## src/rtl/serial_arith_pkg.sv

```systemverilog
// Shared helpers for the sequential-arithmetic datapath: mode encodings and
// the counter-width helper used by the digit-serial blocks.
package serial_arith_pkg;

    localparam logic ADD = 1'b0;
    localparam logic SUB = 1'b1;

    // Width of a counter that must hold 0..n-1; never narrower than one bit.
    function automatic int cnt_width(input int n);
        return (n > 1) ? $clog2(n) : 1;
    endfunction

endpackage

```

## src/rtl/digit_addsub.sv

```systemverilog
// One digit of a two's-complement add/subtract: combinational, zero latency.
// Subtraction inverts b; the caller supplies cin=1 on the LS digit.
module digit_addsub #(
    parameter int DIGIT_W = 1
) (
    input  logic [DIGIT_W-1:0] a,
    input  logic [DIGIT_W-1:0] b,
    input  logic               sub,
    input  logic               cin,
    output logic [DIGIT_W-1:0] s,
    output logic               cout,
    output logic               ovf
);

    logic [DIGIT_W-1:0] b_eff;
    logic [DIGIT_W:0]   sum;

    assign b_eff = sub ? ~b : b;
    assign sum   = {1'b0, a} + {1'b0, b_eff} + {{DIGIT_W{1'b0}}, cin};
    assign s     = sum[DIGIT_W-1:0];
    assign cout  = sum[DIGIT_W];
    // Only meaningful on the MS digit, where these bits are the word sign bits.
    assign ovf   = (a[DIGIT_W-1] == b_eff[DIGIT_W-1]) && (s[DIGIT_W-1] != a[DIGIT_W-1]);

endmodule

```

## src/rtl/serial_addsub_digit.sv

```systemverilog
// Digit-serial add/sub, LSB digit first; result digit registered one cycle after each beat.
// No backpressure: every in_valid beat is consumed; in_clear aborts a partial word.
module serial_addsub_digit
    import serial_arith_pkg::*;
#(
    parameter int DIGIT_W     = 1,
    parameter int WORD_DIGITS = 8
) (
    input  logic               clk,
    input  logic               rst,
    input  logic               in_valid,
    input  logic [DIGIT_W-1:0] in_a,
    input  logic [DIGIT_W-1:0] in_b,
    input  logic               in_sub,
    input  logic               in_clear,
    output logic               out_valid,
    output logic [DIGIT_W-1:0] out_digit,
    output logic               out_last,
    output logic               out_carry,
    output logic               out_ovf,
    output logic               busy
);

    localparam int               CNT_W    = cnt_width(WORD_DIGITS);
    localparam logic [CNT_W-1:0] LAST_CNT = CNT_W'(WORD_DIGITS - 1);

    logic [CNT_W-1:0]   dig_cnt;
    logic               carry_q;
    logic               mode_q;
    logic               first_dig;
    logic               last_dig;
    logic               eff_sub;
    logic               cin;
    logic [DIGIT_W-1:0] sum_dig;
    logic               cout;
    logic               ovf;

    assign first_dig = (dig_cnt == '0);
    assign last_dig  = (dig_cnt == LAST_CNT);
    // A new word never inherits carry_q: its carry-in is the subtract "+1".
    assign eff_sub   = first_dig ? in_sub : mode_q;
    assign cin       = first_dig ? in_sub : carry_q;
    assign busy      = !first_dig;

    digit_addsub #(.DIGIT_W(DIGIT_W)) u_digit (
        .a    (in_a),
        .b    (in_b),
        .sub  (eff_sub),
        .cin  (cin),
        .s    (sum_dig),
        .cout (cout),
        .ovf  (ovf)
    );

    always_ff @(posedge clk or negedge rst) begin
        if (!rst) begin
            dig_cnt   <= '0;
            carry_q   <= 1'b0;
            mode_q    <= ADD;
            out_valid <= 1'b0;
            out_digit <= '0;
            out_last  <= 1'b0;
            out_carry <= 1'b0;
            out_ovf   <= 1'b0;
        end else if (in_clear) begin
            dig_cnt   <= '0;
            carry_q   <= 1'b0;
            mode_q    <= ADD;
            out_valid <= 1'b0;
        end else if (in_valid) begin
            carry_q   <= cout;
            if (first_dig) begin
                mode_q <= in_sub;
            end
            dig_cnt   <= last_dig ? '0 : dig_cnt + CNT_W'(1);
            out_valid <= 1'b1;
            out_digit <= sum_dig;
            out_last  <= last_dig;
            if (last_dig) begin
                out_carry <= cout;
                out_ovf   <= ovf;
            end
        end else begin
            out_valid <= 1'b0;
        end
    end

endmodule

```

## config.mk

```make
export PLATFORM = sky130hd
export DESIGN_NAME = serial_addsub_digit
export DESIGN_NICKNAME = d
export VERILOG_FILES = /design/src/rtl/serial_arith_pkg.sv /design/src/rtl/digit_addsub.sv /design/src/rtl/serial_addsub_digit.sv
export SDC_FILE = /design/constraint.sdc
export NUM_CORES = 1
export LEC_CHECK = 0
export ABC_AREA = 0
export BUFFER_PORTS_ARGS = -buffer_cell sky130_fd_sc_hd__buf_2
export CORE_AREA = 2 2 39 41
export CTS_CLUSTER_DIAMETER = 200
export DETAILED_ROUTE_END_ITERATION = 10
export DIE_AREA = 0 0 41 43
export PLACE_DENSITY = 0.73
export SETUP_SLACK_MARGIN = 0.2
export SLEW_MARGIN = 10
export SYNTH_ARGS = -nofsm -noshare
export SYNTH_HDL_FRONTEND = slang
export SYNTH_SLANG_ARGS = --single-unit
```

## constraint.sdc

```tcl
create_clock -name clk -period 6.3 [get_ports clk]
set_clock_uncertainty 0.15 [all_clocks]
set_input_delay 0.315 -clock clk [delete_from_list [all_inputs] [get_ports clk]]
set_output_delay 0.315 -clock clk [all_outputs]
set_load 0.01 [all_outputs]
```

==> impl_metrics.prom, run 1 <==
# TYPE chip_impl_metric gauge
chip_impl_metric{name="finalCriticalPeriod",unit="ps"} 2280
chip_impl_metric{name="drt_iter0_drc",unit=""} 4
chip_impl_metric{name="fmaxAchievable",unit="GHz"} 0.439
chip_impl_metric{name="numCtsBuffers",unit=""} 3
chip_impl_info{name="grt_setup_unrepaired",value="false"} 1
chip_impl_metric{name="clock_tree.buffer_depth",unit=""} 2
chip_impl_metric{name="worst_skew_pair.late_latency",unit="ps"} 260
chip_impl_metric{name="synthesis.instances",unit=""} 54
chip_impl_info{name="critical_path.startpoint_type",value="flip-flop"} 1
chip_impl_metric{name="required_time_reported_for_the_critical_path_endpoint",unit="ps"} 6300
chip_impl_metric{name="number_of_remaining_drc_errors",unit=""} 0
chip_impl_metric{name="avgRoutedWirePerCell",unit="um"} 10.9
chip_impl_metric{name="chipHeight",unit="um"} 43
chip_impl_info{name="outcome",value="complete, no violations"} 1
chip_impl_metric{name="viasPerCell",unit=""} 4.74
chip_impl_metric{name="layout_worst_path_cycle_share",unit=""} 0.362
chip_impl_info{name="synth.top_cells.by_area",value="dfrtp_1, mux2i_1, ha_1, nand2_1, nand2b_1"} 1
chip_impl_metric{name="post-place-ws",unit="ps"} 4020
chip_impl_metric{name="syn_area_per_cell",unit="sq um"} 10.8
chip_impl_metric{name="synth_top_cell_area_share",unit=""} 0.431
chip_impl_info{name="critical_path_class",value="flip-flop to flip-flop"} 1
chip_impl_metric{name="row_cnt",unit=""} 14
chip_impl_metric{name="antenna_violating_nets_post_route",unit=""} 0
chip_impl_metric{name="final_layout_size_suffix_gt1_frac",unit=""} 0.371
chip_impl_metric{name="antenna-diode-count",unit=""} 0
chip_impl_metric{name="grt_first_pass_wirelength",unit="mm"} 1.55
chip_impl_metric{name="post_cts_resize_count",unit=""} 0
chip_impl_metric{name="cts.clk_slew.worst_paths",unit="ps"} 70
chip_impl_info{name="worst_hold_check_path_type",value="input port to flip-flop"} 1
chip_impl_metric{name="nets",unit=""} 82
chip_impl_metric{name="cp_data_arrival_time",unit="ps"} 2270
chip_impl_metric{name="power.ir.vdd_worst",unit="V"} 0.000109
chip_impl_metric{name="postCtsSetupRepairBufs",unit=""} 0
chip_impl_metric{name="grt_antenna_before_repair",unit=""} 0
chip_impl_metric{name="synthToLayoutAreaGrowth",unit="%"} 20.5
chip_impl_info{name="synth.largest_area_cell",value="dfrtp_1"} 1
chip_impl_metric{name="placement.cell_area",unit="sq um"} 653
chip_impl_metric{name="coreArea",unit="sq um"} 1380
chip_impl_metric{name="gpl.final_weighted_congestion",unit=""} 0.726
chip_impl_metric{name="die_width",unit="um"} 41
chip_impl_metric{name="synth_seq_cells",unit=""} 10
chip_impl_metric{name="final_cell_area",unit="sq um"} 699
chip_impl_info{name="cts_tree",value="done"} 1
chip_impl_metric{name="maximum_number_of_pins_on_one_net_before_global_route_repair",unit=""} 11
chip_impl_metric{name="power.static_leakage",unit="uW"} 0.000402
chip_impl_metric{name="floorplan.die_area",unit="sq um"} 1760
chip_impl_info{name="timing.critical_path.to_type",value="flip-flop"} 1
chip_impl_metric{name="maxcap_viol_count",unit=""} 0
chip_impl_metric{name="worst_slew_pin_slew",unit="ps"} 242
chip_impl_metric{name="vias",unit=""} 408
chip_impl_metric{name="crit_path_max_fanout",unit=""} 4
chip_impl_metric{name="grt_util_all_layers",unit=""} 0.135
chip_impl_metric{name="cts_max_level",unit=""} 1
chip_impl_metric{name="detail_route.first_pass.iterations",unit=""} 4
chip_impl_metric{name="worst_slew_margin_rel",unit=""} 0.837
chip_impl_metric{name="power.density_cell_area",unit="nW/um^2"} 235
chip_impl_metric{name="fin_hold_viols",unit=""} 0
chip_impl_metric{name="syn-cell-area",unit="sq um"} 581
chip_impl_metric{name="port_buffers",unit=""} 12
chip_impl_metric{name="synth.yosys.seq_area_share",unit=""} 0.431
chip_impl_metric{name="cts.sink_count",unit=""} 10
chip_impl_metric{name="total_global_routing_overflow",unit=""} 0
chip_impl_metric{name="synthesis.nets",unit=""} 65
chip_impl_metric{name="initial_utilization",unit=""} 0.420
chip_impl_metric{name="final_setup_violation_count",unit=""} 0
chip_impl_metric{name="final.setup.tns",unit="ps"} 0
chip_impl_info{name="cts.root.buffer_cell",value="clkbuf_4"} 1
chip_impl_metric{name="count_of_pins_on_the_block_boundary",unit=""} 13
chip_impl_metric{name="grt_pass1_vias",unit=""} 372
chip_impl_metric{name="sum_of_internal_switching_and_leakage_power",unit="uW"} 165
chip_impl_metric{name="drt_wl_total",unit="um"} 935
chip_impl_metric{name="yosys_warnings",unit=""} 0
chip_impl_metric{name="layout_setup_ws",unit="ps"} 4020
chip_impl_metric{name="slew_viol_final",unit=""} 0
chip_impl_metric{name="reg2reg_setup_slack",unit="ps"} 4020
chip_impl_metric{name="hold_buffers",unit=""} 1
chip_impl_metric{name="synthDistinctLibCells",unit=""} 24
==> cell families (layout without fill, tap and decap cells) <==
kind of cell               count (synthesis)  after routing  share of synthesized area
adders and majority gates                  4              4                     0.0991
and+or+nand+nor                           25             25                      0.263
AOI/OAI and AO/OA                          4              4                     0.0560
muxes                                      6              6                      0.108
buffers and inverters                      5             21                     0.0431
DFF                                       10             10                      0.431
==> layer usage <==
metal	global-route usage	vias to the layer above	share of wire	routed length, um
li1	-	211	-	-
met1	0.160	188	0.42	395
met2	0.200	7	0.53	500
met3	0.0314	2	0.026	24
met4	0.100	0	0.017	16
met5	0	-	0	0
==> report_power, final <==
| group | switching (uW) | internal (uW) | leakage, uW | total [uW] |
|---|---|---|---|---|
| logic | 18.3 | 17.6 | 0.000247 | 35.9 |
| clock network | 21.5 | 35.1 | 0.0000210 | 56.6 |
| registers | 2.81 | 69.4 | 0.000134 | 72.2 |
==> registers in the layout, indices dropped and copies added, names as in the netlist <==
register,cells
out_carry,1
out_last,1
carry_q,1
out_valid,1
mode_q,1
out_digit,1
out_ovf,1
dig_cnt,3
==> worst max-delay path, stage by stage (launching register included) <==
cell and delay, ps:
dfrtp_1 390, inv_1 60, ha_1 180, nor2b_4 140, inv_2 70, a21oi_2 40
or2_4 230, fa_1 540, nor3b_1 70, a211o_1 290
==> cell type report <==
| class | instances | area (sq um) |
|---|---|---|
| flip-flops and latches | 10 | 250 |
| well taps | 16 | 20.0 |
| repair buffers | 13 | 70.1 |
| inverters | 4 | 17.5 |
| fillers | 131 | 684 |
| multi-input cells | 39 | 305 |
| clock buffers | 4 | 36.3 |
==> metrics by stage <==
| step | hold slack (ps) | utilization | cells |
|---|---|---|---|
| 2_1_floorplan | -131 | - | 54 |
| 3_3_place_gp | 30.3 | 0.472 | 81 |
| 3_5_place_dp | 33.6 | 0.472 | 81 |
| 4_1_cts | 121 | 0.505 | 86 |
| 5_1_grt | 147 | 0.505 | 86 |
| 6_report | 125 | 0.505 | 86 |
==> cell usage after synthesis <==
cell,count
nand2_4,1
o22ai_1,1
mux2i_1,4
nand2_1,7
and2b_1,1
or2_4,1
ha_1,3
nor4_1,1
fa_1,1
inv_1,2
dfrtp_1,10
or2b_1,1
a211o_1,1
nor2b_4,1
a21oi_2,2
nor2_1,5
buf_4,1
mux2_2,2
nand2b_1,4
and2_1,1
inv_2,1
nor3b_1,1
nand2b_4,1
inv_4,1
==> final timing paths <==
| check | from | endpoint | cells after the start |
|---|---|---|---|
| setup / recovery | dig_cnt[0]$_DFFE_PN0P_ | out_ovf$_DFFE_PN0P_ | 9 |
| hold / removal | in_clear | mode_q$_DFFE_PN0P_ | 2 |
| setup reg to reg | dig_cnt[0]$_DFFE_PN0P_ | out_ovf$_DFFE_PN0P_ | 9 |
| hold reg to reg | out_last$_DFFE_PN0P_ | out_last$_DFFE_PN0P_ | 2 |
| max in group asynchronous | rst | dig_cnt[2]$_DFFE_PN0P_ | 2 |
| min in group asynchronous | rst | out_last$_DFFE_PN0P_ | 2 |
==> layout by cell type, fill, tap and decap left out, types with 2 or more instances in the layout <==
| cell | n |
|---|---|
| buf_2 | 12 |
| dfrtp_1 | 10 |
| nand2_1 | 7 |
| nor2_1 | 5 |
| nand2b_1 | 4 |
| mux2i_1 | 4 |
| ha_1 | 3 |
| clkbuf_4 | 3 |
| inv_1 | 2 |
| a21oi_2 | 2 |
| mux2_2 | 2 |
No activity file was read; power rests on OpenSTA's default activity.
==> run 2: changes to the inputs <==
==> constraint.sdc (replaced) <==
create_clock -name clk -period 2.1 [get_ports clk]
set_clock_uncertainty 0.15 [all_clocks]
set_input_delay 0.105 -clock clk [delete_from_list [all_inputs] [get_ports clk]]
set_output_delay 0.105 -clock clk [all_outputs]
set_load 0.01 [all_outputs]
==> impl_metrics.prom, run 2 (same netlist as run 1, synthesis figures left out) <==
# TYPE chip_impl_metric gauge
chip_impl_metric{name="min_delay_path_depth",unit=""} 3
chip_impl_metric{name="fmaxAchievable",unit="GHz"} 0.441
chip_impl_metric{name="port_buffers",unit=""} 12
chip_impl_metric{name="worst_slew_pin_slew",unit="ps"} 232
chip_impl_metric{name="total_global_routing_overflow",unit=""} 0
chip_impl_metric{name="viasPerCell",unit=""} 4.94
chip_impl_metric{name="final-instance-count-excl-fill",unit=""} 95
chip_impl_metric{name="vias",unit=""} 469
chip_impl_metric{name="grt_antenna_before_repair",unit=""} 0
chip_impl_metric{name="fillerInstances",unit=""} 114
chip_impl_info{name="mostFrequentLayoutCells",value="buf_2, dfrtp_1, buf_4"} 1
chip_impl_metric{name="required_time_reported_for_the_critical_path_endpoint",unit="ps"} 2090
chip_impl_info{name="critical_path_s_slowest_cell",value="fa_2"} 1
chip_impl_metric{name="row_cnt",unit=""} 14
chip_impl_metric{name="coreArea",unit="sq um"} 1380
chip_impl_metric{name="power.static_leakage",unit="uW"} 0.000456
chip_impl_info{name="critPathTopFamily",value="adder cells"} 1
chip_impl_info{name="cts_tree",value="done"} 1
chip_impl_metric{name="grt_util_all_layers",unit=""} 0.150
chip_impl_metric{name="final_cell_area",unit="sq um"} 817
chip_impl_metric{name="die_width",unit="um"} 41
chip_impl_metric{name="cp_data_arrival_time",unit="ps"} 2260
chip_impl_metric{name="power.density_cell_area",unit="nW/um^2"} 621
chip_impl_metric{name="drt_iter0_drc",unit=""} 2
chip_impl_metric{name="synthToLayoutAreaGrowth",unit="%"} 40.7
chip_impl_info{name="outcome",value="finished with violations"} 1
chip_impl_info{name="grt_setup_unrepaired",value="true"} 1
chip_impl_metric{name="detail_route.first_pass.iterations",unit=""} 4
chip_impl_info{name="violated_checks",value="negative setup slack"} 1
chip_impl_metric{name="cts.clk_slew.worst_paths",unit="ps"} 60
chip_impl_metric{name="floorplan.die_area",unit="sq um"} 1760
chip_impl_metric{name="maximum_number_of_pins_on_one_net_before_global_route_repair",unit=""} 11
chip_impl_metric{name="maxcap_viol_count",unit=""} 0
chip_impl_metric{name="worst_slew_margin_rel",unit=""} 0.846
chip_impl_metric{name="initial_utilization",unit=""} 0.420
chip_impl_metric{name="cp_num_buf_inv",unit=""} 3
chip_impl_info{name="registers.top_by_ff_count",value="dig_cnt"} 1
chip_impl_metric{name="final_layout_size_suffix_gt1_frac",unit=""} 0.532
chip_impl_metric{name="final_setup_violation_count",unit=""} 2
chip_impl_metric{name="layout_setup_ws",unit="ps"} -169
chip_impl_metric{name="antenna-diode-count",unit=""} 0
chip_impl_metric{name="dp.final_hpwl",unit="um"} 796
chip_impl_metric{name="number_of_remaining_drc_errors",unit=""} 0
chip_impl_metric{name="largest_register_ff_count",unit=""} 3
chip_impl_metric{name="grt_first_pass_wirelength",unit="mm"} 1.69
chip_impl_metric{name="power.ir.vdd_worst",unit="V"} 0.000296
chip_impl_metric{name="grt_pass1_vias",unit=""} 406
chip_impl_metric{name="multi_input_area",unit="sq um"} 359
chip_impl_metric{name="gpl.final_weighted_congestion",unit=""} 0.668
chip_impl_info{name="crit_path_cell_trace",value="inv_2, ha_4, nor2b_4, inv_2, a21oi_4, or2_4, fa_2, buf_4, mux2_4"} 1
chip_impl_metric{name="post-place-ws",unit="ps"} -157
chip_impl_metric{name="cts_max_level",unit=""} 1
chip_impl_metric{name="antenna_violating_nets_post_route",unit=""} 0
chip_impl_metric{name="count_of_pins_on_the_block_boundary",unit=""} 13
chip_impl_metric{name="avgRoutedWirePerCell",unit="um"} 12.1
chip_impl_metric{name="layout_worst_path_cycle_share",unit=""} 1.08
chip_impl_metric{name="dpl.cell_count",unit=""} 83
chip_impl_info{name="layout.cells.most_common",value="buf_2"} 1
chip_impl_metric{name="worst_skew_pair.late_latency",unit="ps"} 260
chip_impl_metric{name="fin_hold_viols",unit=""} 0
chip_impl_metric{name="seq_cell_area",unit="sq um"} 250
chip_impl_metric{name="reg2reg_depth",unit=""} 9
chip_impl_metric{name="numCtsBuffers",unit=""} 3
chip_impl_metric{name="sum_of_internal_switching_and_leakage_power",unit="uW"} 507
chip_impl_metric{name="cts.sink_count",unit=""} 10
chip_impl_info{name="timing.critical_path.to_type",value="flip-flop"} 1
chip_impl_metric{name="finalCriticalPeriod",unit="ps"} 2270
chip_impl_metric{name="clock_tree.buffer_depth",unit=""} 2
chip_impl_metric{name="crit_cells",unit=""} 9
chip_impl_info{name="critical_path.startpoint_type",value="flip-flop"} 1
chip_impl_metric{name="nets",unit=""} 92
chip_impl_info{name="cp_common_cell",value="inv_2"} 1
chip_impl_info{name="worst_hold_check_path_type",value="input port to flip-flop"} 1
chip_impl_metric{name="drt_wl_total",unit="mm"} 1.15
chip_impl_info{name="critical_path_class",value="flip-flop to flip-flop"} 1
chip_impl_info{name="cts.root.buffer_cell",value="clkbuf_4"} 1
chip_impl_metric{name="crit_path_max_fanout",unit=""} 4
chip_impl_metric{name="slew_viol_final",unit=""} 0
chip_impl_metric{name="placement.cell_area",unit="sq um"} 674
chip_impl_metric{name="max_stage_delay",unit="ps"} 500
chip_impl_metric{name="chipHeight",unit="um"} 43
==> run 2: area by class of cell <==
cell class | instances | area share
multi-input cells | 39 | 0.440
flip-flops and latches | 10 | 0.306
repair buffers | 23 | 0.181
clock buffers | 3 | 0.0276
well taps | 16 | 0.0245
inverters | 4 | 0.0214
==> run 2: tightest hold or removal path: cells and delay by family <==
family | cells | cell delay, ps
buffers and inverters | 1 | 110
AND/OR/NAND/NOR | 1 | 90
multiplexers | 1 | 70
==> run 2: report_power, final <==
group          internal [uW]  switching (uW)
Sequential               208            9.42
Combinational           89.6            76.6
Clock                   65.8            57.6
Total                    364             144
==> run 2: worst paths after layout <==
kind	from	end	slack [ps]
worst max-delay path	dig_cnt[0]$_DFFE_PN0P_	out_digit$_DFFE_PN0P_	-170
worst min-delay path	in_sub	mode_q$_DFFE_PN0P_	10
worst max register to register	dig_cnt[0]$_DFFE_PN0P_	out_digit$_DFFE_PN0P_	-170
worst min register to register	out_last$_DFFE_PN0P_	out_last$_DFFE_PN0P_	310
max in group asynchronous	rst	carry_q$_DFFE_PN0P_	1520
min in group asynchronous	rst	dig_cnt[2]$_DFFE_PN0P_	90
==> run 2: through the flow <==
| stage | hold slack, ps | util | TNS, ps |
|---|---|---|---|
| 3_3_place_gp | -175 | 0.487 | -108 |
| 6_report | 12.0 | 0.590 | -331 |
| 2_1_floorplan | -341 | - | -60.3 |
| 5_1_grt | 10.8 | 0.590 | -487 |
| 3_5_place_dp | -170 | 0.487 | -199 |
| 4_1_cts | 7.35 | 0.544 | -148 |
==> run 2: what timing repair did <==
| action | 4_1_cts | 5_1_grt |
|---|---|---|
| pin swaps | 4 | 2 |
| endpoints found under the hold margin | 14 | 0 |
| setup endpoints to repair | 4 | 4 |
| setup buffers | 2 | 5 |
| gates resized for setup | 6 | 5 |
| hold buffers | 2 | 0 |
==> run 2: routing by layer <==
layer / vias up / track usage / part of all wire
met5: - / 0 / 0
met4: 0 / 0.140 / 0.012
met3: 2 / 0.0157 / 0.017
met2: 7 / 0.216 / 0.54
met1: 231 / 0.182 / 0.43
li1: 229 / - / -
